### config.mk
export PLATFORM = sky130hd
export DESIGN_NAME = dmem_if
export DESIGN_NICKNAME = d
export VERILOG_FILES = /design/src/rtl/my_pkg.sv /design/src/rtl/dmem_load_fmt.sv /design/src/rtl/dmem_if.sv
export SDC_FILE = /design/constraint.sdc
export NUM_CORES = 1
export LEC_CHECK = 0
export ABC_CLOCK_PERIOD_IN_PS = 4360
export CAP_MARGIN = 20
export CORE_MARGIN = 2
export CORE_UTILIZATION = 30
export DETAILED_ROUTE_END_ITERATION = 8
export GPL_TIMING_DRIVEN = 0
export HOLD_SLACK_MARGIN = 0.05
export PLACE_DENSITY = 0.59
export SETUP_SLACK_MARGIN = 0.5
export SLEW_MARGIN = 20
export SYNTH_ARGS = -nofsm -noshare
export SYNTH_HDL_FRONTEND = slang
export SYNTH_SLANG_ARGS = --single-unit
export TNS_END_PERCENT = 100
### constraint.sdc
create_clock -name clk -period 4.36 [get_ports clk]
set_input_delay 0.872 -clock clk [delete_from_list [all_inputs] [get_ports clk]]
set_output_delay 0.872 -clock clk [all_outputs]
set_load 0.01 [all_outputs]
### src/rtl/my_pkg.sv
// Shared types and constants for the data-memory interface.
// It holds the FSM state enum, the RV32I load/store size codes and the misalignment rule.
package my_pkg;

  typedef enum logic [1:0] {
    IDLE = 2'd0,
    WAIT = 2'd1,
    HOLD = 2'd2
  } dmem_state_t;

  localparam logic [2:0] LB  = 3'b000;
  localparam logic [2:0] LH  = 3'b001;
  localparam logic [2:0] LW  = 3'b010;
  localparam logic [2:0] LBU = 3'b100;
  localparam logic [2:0] LHU = 3'b101;
  localparam logic [2:0] SB  = 3'b000;
  localparam logic [2:0] SH  = 3'b001;
  localparam logic [2:0] SW  = 3'b010;

  localparam int unsigned CNT_W   = 4;
  localparam logic [3:0]  CNT_MAX = 4'hF;

  // Halfwords need an even address, words need a 4-byte-aligned address.
  function automatic logic is_misaligned(logic [2:0] f3, logic [1:0] off);
    logic mis;
    case (f3[1:0])
      LB[1:0]: mis = 1'b0;
      LH[1:0]: mis = off[0];
      default: mis = (off != 2'b00);
    endcase
    return mis;
  endfunction

endpackage

### src/rtl/dmem_load_fmt.sv
// Combinational load formatter: picks the byte/halfword lane from a raw SRAM word
// and sign- or zero-extends it according to the registered funct3.
module dmem_load_fmt
  import my_pkg::*;
(
  input  logic [2:0]  funct3_i,
  input  logic [1:0]  offset_i,
  input  logic [31:0] rdata_i,
  output logic [31:0] data_c
);

  logic [7:0]  byte_c;
  logic [15:0] half_c;

  always_comb begin : lane_sel
    case (offset_i)
      2'd0:    byte_c = rdata_i[7:0];
      2'd1:    byte_c = rdata_i[15:8];
      2'd2:    byte_c = rdata_i[23:16];
      default: byte_c = rdata_i[31:24];
    endcase
    half_c = offset_i[1] ? rdata_i[31:16] : rdata_i[15:0];
  end

  always_comb begin : extend
    case (funct3_i)
      LB:      data_c = {{24{byte_c[7]}}, byte_c};
      LBU:     data_c = {24'd0, byte_c};
      LH:      data_c = {{16{half_c[15]}}, half_c};
      LHU:     data_c = {16'd0, half_c};
      default: data_c = rdata_i;
    endcase
  end

endmodule

### src/rtl/dmem_if.sv
// Pipeline-to-SRAM data memory interface: store lane formatting, variable-latency
// load sequencing with stall hold, misalignment detection and a startup-test override path.
module dmem_if
  import my_pkg::*;
#(
  parameter int unsigned ADDR_W       = 10,
  parameter logic [31:0] TEST_ADDR    = 32'h0000_0001,
  parameter logic [31:0] TEST_PATTERN = 32'hFFFF_FFFF
) (
  input  logic              clk,
  input  logic              rstn,
  input  logic              chipselect_MEM,
  input  logic              write_enable_MEM,
  input  logic [2:0]        funct3_MEM,
  input  logic [31:0]       addr_MEM,
  input  logic [31:0]       wdata_MEM,
  input  logic              enable_cs,
  input  logic              STOP_Pipelinen,
  input  logic              TEST_EN,
  input  logic              TEST_MEM_CSB,
  input  logic              TEST_MEM_WE,
  input  logic [3:0]        rd_latency,
  input  logic [31:0]       MEM_RDATA,
  output logic              MEM_CSB,
  output logic              MEM_WE,
  output logic [ADDR_W-1:0] MEM_ADDR,
  output logic [31:0]       MEM_WDATA,
  output logic [3:0]        MEM_WMASK,
  output logic [31:0]       rdata_WB,
  output logic              rdata_valid,
  output logic              misalign_err,
  output logic [31:0]       TEST_MEM_DATA
);

  dmem_state_t      state_q, state_d;
  logic [CNT_W-1:0] cnt_q, cnt_d;
  logic [31:0]      rdata_q, rdata_d;
  logic             valid_q, valid_d;
  logic [31:0]      tdata_q, tdata_d;
  logic             err_q, err_d;
  logic [2:0]       f3_q, f3_d;
  logic [1:0]       off_q, off_d;

  logic             misaligned_c;
  logic             busy_c;
  logic             csb_path_c;
  logic             issue_rd_c;
  logic [CNT_W-1:0] lat_c;
  logic [31:0]      fmt_c;
  logic [3:0]       st_wmask_c;
  logic [31:0]      st_wdata_c;
  logic             unused_addr_c;

  assign unused_addr_c = ^addr_MEM[31:ADDR_W+2];

  assign misaligned_c = is_misaligned(funct3_MEM, addr_MEM[1:0]);
  // HOLD only blocks new requests while the pipeline is stalled.
  assign busy_c       = (state_q == WAIT) || ((state_q == HOLD) && !STOP_Pipelinen);
  assign csb_path_c   = enable_cs || busy_c || misaligned_c || chipselect_MEM;
  assign issue_rd_c   = !TEST_EN && !csb_path_c && write_enable_MEM;
  assign lat_c        = (rd_latency == 4'd0) ? 4'd1 : rd_latency;

  dmem_load_fmt u_load_fmt (
    .funct3_i (f3_q),
    .offset_i (off_q),
    .rdata_i  (MEM_RDATA),
    .data_c   (fmt_c)
  );

  always_comb begin : store_fmt
    st_wmask_c = 4'hF;
    st_wdata_c = wdata_MEM;
    case (funct3_MEM[1:0])
      SB[1:0]: begin
        st_wmask_c = 4'b0001 << addr_MEM[1:0];
        st_wdata_c = {4{wdata_MEM[7:0]}};
      end
      SH[1:0]: begin
        st_wmask_c = addr_MEM[1] ? 4'b1100 : 4'b0011;
        st_wdata_c = {2{wdata_MEM[15:0]}};
      end
      default: ;
    endcase
  end

  // SRAM port mux: the test path wins; reset always deselects the SRAM.
  always_comb begin : sram_mux
    MEM_CSB   = csb_path_c;
    MEM_WE    = write_enable_MEM;
    MEM_ADDR  = addr_MEM[ADDR_W+1:2];
    MEM_WDATA = st_wdata_c;
    MEM_WMASK = st_wmask_c;
    if (TEST_EN) begin
      MEM_CSB   = TEST_MEM_CSB;
      MEM_WE    = TEST_MEM_WE;
      MEM_ADDR  = TEST_ADDR[ADDR_W+1:2];
      MEM_WDATA = TEST_PATTERN;
      MEM_WMASK = 4'hF;
    end
    if (!rstn) begin
      MEM_CSB = 1'b1;
    end
  end

  always_comb begin : fsm_next
    state_d = state_q;
    cnt_d   = cnt_q;
    rdata_d = rdata_q;
    valid_d = valid_q;
    f3_d    = f3_q;
    off_d   = off_q;
    tdata_d = TEST_EN ? MEM_RDATA : tdata_q;
    err_d   = !TEST_EN && !chipselect_MEM && misaligned_c;
    if (TEST_EN) begin
      state_d = IDLE;
      cnt_d   = '0;
      valid_d = 1'b0;
    end else begin
      case (state_q)
        IDLE: ;
        // >= lets a latency lowered mid-wait complete at once.
        WAIT: begin
          if (cnt_q >= lat_c) begin
            rdata_d = fmt_c;
            valid_d = 1'b1;
            state_d = HOLD;
          end else if (cnt_q != CNT_MAX) begin
            cnt_d = cnt_q + 4'd1;
          end
        end
        HOLD: begin
          if (STOP_Pipelinen) begin
            valid_d = 1'b0;
            state_d = IDLE;
          end
        end
        default: state_d = IDLE;
      endcase
      if (issue_rd_c) begin
        state_d = WAIT;
        cnt_d   = 4'd1;
        f3_d    = funct3_MEM;
        off_d   = addr_MEM[1:0];
      end
    end
  end

  always_ff @(posedge clk or negedge rstn) begin : regs
    if (!rstn) begin
      state_q <= IDLE;
      cnt_q   <= '0;
      rdata_q <= '0;
      valid_q <= 1'b0;
      tdata_q <= '0;
      err_q   <= 1'b0;
      f3_q    <= '0;
      off_q   <= '0;
    end else begin
      state_q <= state_d;
      cnt_q   <= cnt_d;
      rdata_q <= rdata_d;
      valid_q <= valid_d;
      tdata_q <= tdata_d;
      err_q   <= err_d;
      f3_q    <= f3_d;
      off_q   <= off_d;
    end
  end

  assign rdata_WB      = rdata_q;
  assign rdata_valid   = valid_q;
  assign misalign_err  = err_q;
  assign TEST_MEM_DATA = tdata_q;

endmodule

==> results of run 1 <==
==> report_power, final <==
group / total (mW) / internal (mW) / switching (mW)
Sequential: 0.863 / 0.806 / 0.0568
Combinational: 0.814 / 0.432 / 0.382
Clock: 0.844 / 0.563 / 0.281
Total: 2.52 / 1.80 / 0.720
==> per-stage QoR <==
step	std cells	setup TNS [ns]	setup WS [ns]	area, um^2	util [%]
6_report	836	0	0.610	7040	48.8
5_1_grt	836	0	0.543	7040	48.8
4_1_cts	836	0	0.570	7040	48.8
3_5_place_dp	820	0	0.400	6690	46.4
3_3_place_gp	819	-21.35	-1.30	6670	46.2
2_1_floorplan	432	0	1.64	4400	-
==> sequential cells by signal (all words and copies together), names as in the netlist <==
register       cells
TEST_MEM_DATA     32
cnt_q              4
f3_q               3
misalign_err       1
off_q              2
rdata_WB          32
rdata_valid        1
state_q            2
==> cells in the final DEF (no fill, tap or decap), drive strengths merged, types with 2 or more instances in the layout <==
cell type / Yosys / final
a211o: 17 / 17
a21oi: 15 / 15
a31o: 2 / 2
a31oi: 20 / 20
and3: 3 / 3
buf: 15 / 16
bufinv: 0 / 2
clkbuf: 17 / 31
clkdlybuf4s50: 0 / 202
dfrtp: 77 / 77
ha: 5 / 5
inv: 12 / 12
mux2: 55 / 55
mux2i: 9 / 9
nand2: 38 / 38
nand2b: 12 / 12
nand3: 2 / 2
nor2: 28 / 28
nor2b: 29 / 29
nor3: 8 / 8
nor3b: 4 / 4
o211ai: 6 / 6
o21a: 5 / 5
o21ai: 21 / 21
o221ai: 3 / 3
o2bb2ai: 8 / 8
o31ai: 2 / 2
or2: 8 / 8
xor2: 2 / 2
==> final timing paths <==
check                                    to  slack, ns  depth (start not counted)
max reg2reg                    rdata_WB[19]       2.24                          9
min                        TEST_MEM_DATA[3]       0.48                          1
min reg2reg                    rdata_WB[12]       0.49                          1
max in group asynchronous           f3_q[0]       3.32                          2
max                           MEM_WDATA[24]       0.61                          6
min in group clk               rdata_WB[12]       0.49                          1
==> repair_timing <==
action                                 4_1_cts  5_1_grt
pin swaps                                    0        0
setup buffers                                0        0
setup endpoints to repair                    7        1
endpoints found under the hold margin        0        0
gates resized for setup                      1        1
hold buffers                                 0        0
==> metal layers <==
metal	vias up	track usage (%)	routed length [um]
met5	-	0	0
met4	0	6.41	369
met3	24	6.16	1320
met2	210	32.9	7300
met1	2014	23.8	6430
li1	1974	-	-
==> kinds of logic (layout without fill, tap and decap cells) <==
| logic type | after synthesis | after routing | share of synthesized area, % |
|---|---|---|---|
| muxes | 64 | 64 | 16.1 |
| xor gates and xnor gates | 3 | 3 | 0.597 |
| adders and majority gates | 5 | 5 | 1.42 |
| AOI/OAI and AO/OA | 105 | 105 | 16.8 |
| buffers and inverters | 44 | 264 | 5.54 |
| DFF | 77 | 77 | 43.8 |
| and+or+nand+nor | 134 | 134 | 15.8 |
==> critical path, stage by stage <==
cell                              delay [ns]
sky130_fd_sc_hd__clkdlybuf4s50_1        0.56
sky130_fd_sc_hd__clkbuf_2               0.32
sky130_fd_sc_hd__mux2_2                 0.37
sky130_fd_sc_hd__mux2i_1                0.18
sky130_fd_sc_hd__nand2b_1               0.08
sky130_fd_sc_hd__clkdlybuf4s50_1        0.48
==> cell type report <==
type / instances / area (um^2) / share of cell area, %
Sequential cell: 77 / 1930 / 27.4
Multi-Input combinational cell: 311 / 2230 / 31.7
Buffer: 32 / 201 / 2.86
Timing Repair Buffer: 204 / 2060 / 29.2
Clock buffer: 13 / 280 / 3.98
Tap cell: 184 / 230 / 3.27
Inverter: 12 / 45.0 / 0.640
Clock inverter: 3 / 65.1 / 0.924
==> out/results.ini, run 1 <==
[run_status]
outcome=finished, final reports clean

[layout]
design.final.nets=764
drive_above_1_share_pct=16.1
num_antenna_cells=0
fillers=1386
area_growth_syn_to_layout_pct=59.8

[global_routing]
antenna_found_initial=0
track_usage_pct=19.5
grt_pass1_vias=4502
grt_first_pass_wirelength_um=24000
grt_max_degree=48
grt_total_ovfl=0

[floorplanning]
die_height_um=125
chip_width_um=125
floorplan.die_area_um2=15700
row_count=44
io-pin-count=226
core_area_um2=14400
initial_utilization_pct=30.5

[clock_tree]
cts.reportedPaths.clkPinSlew_ns=0.06
clock_tree_from_tritoncts=built
clock_tree.root_cell=sky130_fd_sc_hd__clkbuf_16
worst_skew_late_latency_ns=0.33
clockBufferDepth=2
numClockSinks=77
h-tree-depth=3
tritoncts.num_buffers=9

[timing]
finalClockSkew_ns=0.00487
worst-slew-pin-transition_ns=0.760
slew_limit_headroom_pct=49.3
finalHoldViolCount=0
setup_viol_count_final=0
holdWs_ns=0.479
slew_viol_final=0
min_period_ns=3.75
rsz0062_at_grt=false
maximum_clock_frequency_ghz=0.267
final_min_period_over_clock_period_pct=86.0

[placed_design]
gp_congestion=0.817
portBuffers=203
detailed_place_hpwl_um=12200

[route]
routedWlPerCell_um=18.5
routed_via_density=5.05
drt_iter0_markers=253
post-route-drc-count=0
detail_route.first_pass.iterations=5
detail-route-antenna-nets=0
wire_length_after_detailed_routing_um=15400
route.vias.total=4222

[critical_path]
worst-setup-path-type=primary input to primary output
cp-start-kind=primary input
arrival_ns=2.88
worstSetupEndpointType=primary output
critical_path.max_fanout=10
worstReg2RegStart=cnt_q[0]
timing.critical_path.from=funct3_MEM[0]
critical_path_required_ns=3.49

[logic_synthesis]
post_synth.cell_area_avg_um2=10.2
synthDistinctLibCells=44
syn_area_um2=4400
synth_top_area_share_pct=43.8
synth_seq_cells=77
yosysMostFrequentCell=sky130_fd_sc_hd__dfrtp_1
asyncSetResetFlopFracSynth_pct=100
synth_top_flop_cell=sky130_fd_sc_hd__dfrtp_1
post_synth_main_area_contributors=sky130_fd_sc_hd__dfrtp_1 44%, sky130_fd_sc_hd__mux2_2 14%, sky130_fd_sc_hd__nor2b_1 4.1%
synth_cells=432
yosys-top-cells-count=77 x sky130_fd_sc_hd__dfrtp_1, 54 x sky130_fd_sc_hd__mux2_2, 38 x sky130_fd_sc_hd__nand2_1
synth_seq_area_share_pct=43.8
synth_largest_area_cell=sky130_fd_sc_hd__dfrtp_1
synth.yosys.warnings=0
postSynthNetCount=549
post_synth_edffs=0

[power_and_ir_drop]
peakVddDrop_mv=0.197
cellLeakagePower_nw=2.91
design_power_total_mw=2.52
power_density_nw_per_um2=358

[job]
cap_viol_max_count=0

[worst_hold_path]
hold_class=primary input to async pin

(Power assumes the default switching activity.)
==> run 2, diff against run 1 <==
--- a/config.mk
+++ b/config.mk
@@ -8,11 +8,11 @@
 export ABC_CLOCK_PERIOD_IN_PS = 4360
 export CAP_MARGIN = 20
 export CORE_MARGIN = 2
-export CORE_UTILIZATION = 30
+export CORE_UTILIZATION = 44
 export DETAILED_ROUTE_END_ITERATION = 8
 export GPL_TIMING_DRIVEN = 0
 export HOLD_SLACK_MARGIN = 0.05
-export PLACE_DENSITY = 0.59
+export PLACE_DENSITY = 0.84
 export SETUP_SLACK_MARGIN = 0.5
 export SLEW_MARGIN = 20
 export SYNTH_ARGS = -nofsm -noshare
==> run 2 against run 1 <==
Power is 8.1% lower. Design area fell by 2.6%. Sequential cell count unchanged.
==> out/results.ini, run 2 (synthesis gave the netlist of run 1 again) <==
[run_status]
outcome=finished, final reports clean

[clock_tree]
h-tree-depth=3  ; unchanged
clock_tree.root_cell=sky130_fd_sc_hd__clkbuf_8
cts.reportedPaths.clkPinSlew_ns=0.07  ; about the same
clockBufferDepth=2  ; unchanged
post_cts_hold_buffer_count=0  ; unchanged
clock_tree_from_tritoncts=built
numClockSinks=77  ; unchanged
tritoncts.num_buffers=9  ; unchanged
worst_skew_late_latency_ns=0.36  ; +0.03 ns

[layout]
layout.core_utilization_pct=70.5  ; +22 points
area_growth_syn_to_layout_pct=55.7
final_common_cell=sky130_fd_sc_hd__clkdlybuf4s50_1
fillers=757  ; -45%
final_cell_mix=202 x sky130_fd_sc_hd__clkdlybuf4s50_1, 77 x sky130_fd_sc_hd__dfrtp_1, 54 x sky130_fd_sc_hd__mux2_2
num_antenna_cells=0  ; unchanged
drive_above_1_share_pct=15.7  ; -0.41 points
layout.area.seq_um2=1930  ; unchanged
design.final.nets=764  ; unchanged
multi_input_logic_area_um2=2230  ; unchanged

[timing]
final_min_period_over_clock_period_pct=85.4  ; -0.62 points
maximum_clock_frequency_ghz=0.269  ; +0.73%
worst_setup_margin_ns=0.637  ; +0.0271 ns
finalHoldViolCount=0  ; unchanged
finalClockSkew_ns=0.0112  ; +0.00629 ns
worst-slew-pin-transition_ns=0.708  ; -0.0520 ns
slew_viol_final=0  ; unchanged
setup_viol_count_final=0  ; unchanged
rsz0062_at_grt=false
min_period_ns=3.72  ; -0.0271 ns
slew_limit_headroom_pct=52.8  ; +3.5 points

[route]
drt_iter0_markers=182  ; -28%
detail_route.first_pass.iterations=5  ; unchanged
post-route-drc-count=0  ; unchanged
routed_via_density=5.49  ; +8.7%
wire_length_after_detailed_routing_um=14500  ; -6.3%
route.vias.total=4299  ; +1.8%
routedWlPerCell_um=18.5  ; about the same
detail-route-antenna-nets=0  ; unchanged

[power_and_ir_drop]
design_power_total_mw=2.32  ; -8.1%
cellLeakagePower_nw=2.84  ; -2.2%
power_density_nw_per_um2=338  ; -5.7%
peakVddDrop_mv=0.160  ; -19%

[global_routing]
grt_max_degree=46  ; -4.2%
grt_pass1_vias=4425  ; -1.7%
track_usage_pct=27.1  ; +7.6 points
grt_total_ovfl=0  ; unchanged
grt_first_pass_wirelength_um=23400  ; -2.5%
antenna_found_initial=0  ; unchanged

[floorplanning]
floorplan.die_area_um2=10800  ; -31%
row_count=36  ; -18%
die_height_um=104  ; -17%
chip_width_um=104  ; -17%
io-pin-count=226  ; unchanged
initial_utilization_pct=45.3  ; +15 points
core_area_um2=9730  ; -33%

[critical_path]
critPathMaxStageDelay_ns=0.49  ; -0.07 ns
cp-start-kind=primary input
critical_path.cell_chain=clkdlybuf4s50_1, nor2_4, buf_1, nor2b_1, a211o_1, clkdlybuf4s50_1
critical_path_required_ns=3.49  ; about the same
worst-setup-path-type=primary input to primary output
crit_slowest_cell=sky130_fd_sc_hd__clkdlybuf4s50_1
critical_path.max_fanout=10  ; unchanged
path_common_cell=sky130_fd_sc_hd__clkdlybuf4s50_1
worstSetupEndpointType=primary output
arrival_ns=2.85  ; -0.03 ns

[placed_design]
gp_congestion=0.857  ; +4.9%
portBuffers=203  ; unchanged
dp_worst_setup_slack_ns=0.493  ; +0.0935 ns
detailed_place_hpwl_um=11300  ; -6.9%

[job]
cap_viol_max_count=0  ; unchanged

[worst_hold_path]
hold_class=primary input to async pin

-- run 2: worst max-delay path: cells and delay by family --
kind,cells,cell delay (ns)
AOI/OAI and AO/OA,1,0.28
buffers and inverters,3,1.37
and+or+nand+nor,2,0.32
-- run 2: final timing paths --
check,from,slack (ns),cells after the start,end
hold / removal,rstn,0.46,1,rdata_WB[6]
setup reg to reg,cnt_q[0],2.15,8,rdata_WB[3]
setup / recovery,funct3_MEM[0],0.64,6,MEM_WDATA[15]
min in group clk,rdata_WB[8],0.49,1,rdata_WB[8]
max in group asynchronous,rstn,3.31,2,rdata_valid
hold reg to reg,rdata_WB[8],0.49,1,rdata_WB[8]
-- run 2: per-stage QoR --
step / hold WS (ns) / instance area [um^2] / TNS, ns / instances
after global placement: 0.474 / 6600 / -7.68 / 768
after global routing: 0.472 / 6860 / 0 / 783
after detailed placement: 0.479 / 6620 / 0 / 769
after CTS: 0.467 / 6860 / 0 / 783
final: 0.458 / 6860 / 0 / 783
after floorplan: 0.469 / 4400 / 0 / 432
-- run 2: where the power goes --
group / switching (mW) / internal, mW / total, mW
combinational: 0.380 / 0.431 / 0.812
clock: 0.253 / 0.389 / 0.642
sequential: 0.0567 / 0.805 / 0.861
total: 0.690 / 1.63 / 2.32
-- run 2: final cells by class --
| cell class | count | share of cell area, % |
|---|---|---|
| Timing Repair Buffer | 204 | 29.9 |
| Clock inverter | 4 | 1.42 |
| Inverter | 12 | 0.657 |
| Clock buffer | 10 | 2.01 |
| Sequential cell | 77 | 28.1 |
| Buffer | 32 | 2.92 |
| Tap cell | 133 | 2.43 |
| Multi-Input combinational cell | 311 | 32.6 |
-- run 2: layer usage --
metal	vias to the layer above	GRT usage (%)	routed length, um
met4	0	7.34	246
met1	2087	30.2	5400
li1	1962	-	-
met3	25	9.71	1470
met2	225	48.7	7340
met5	-	0	0
-- run 2: repair_timing --
action	4_1_cts	5_1_grt
resized for setup	1	0
endpoints found under the setup margin	4	0
buffers inserted	0	0
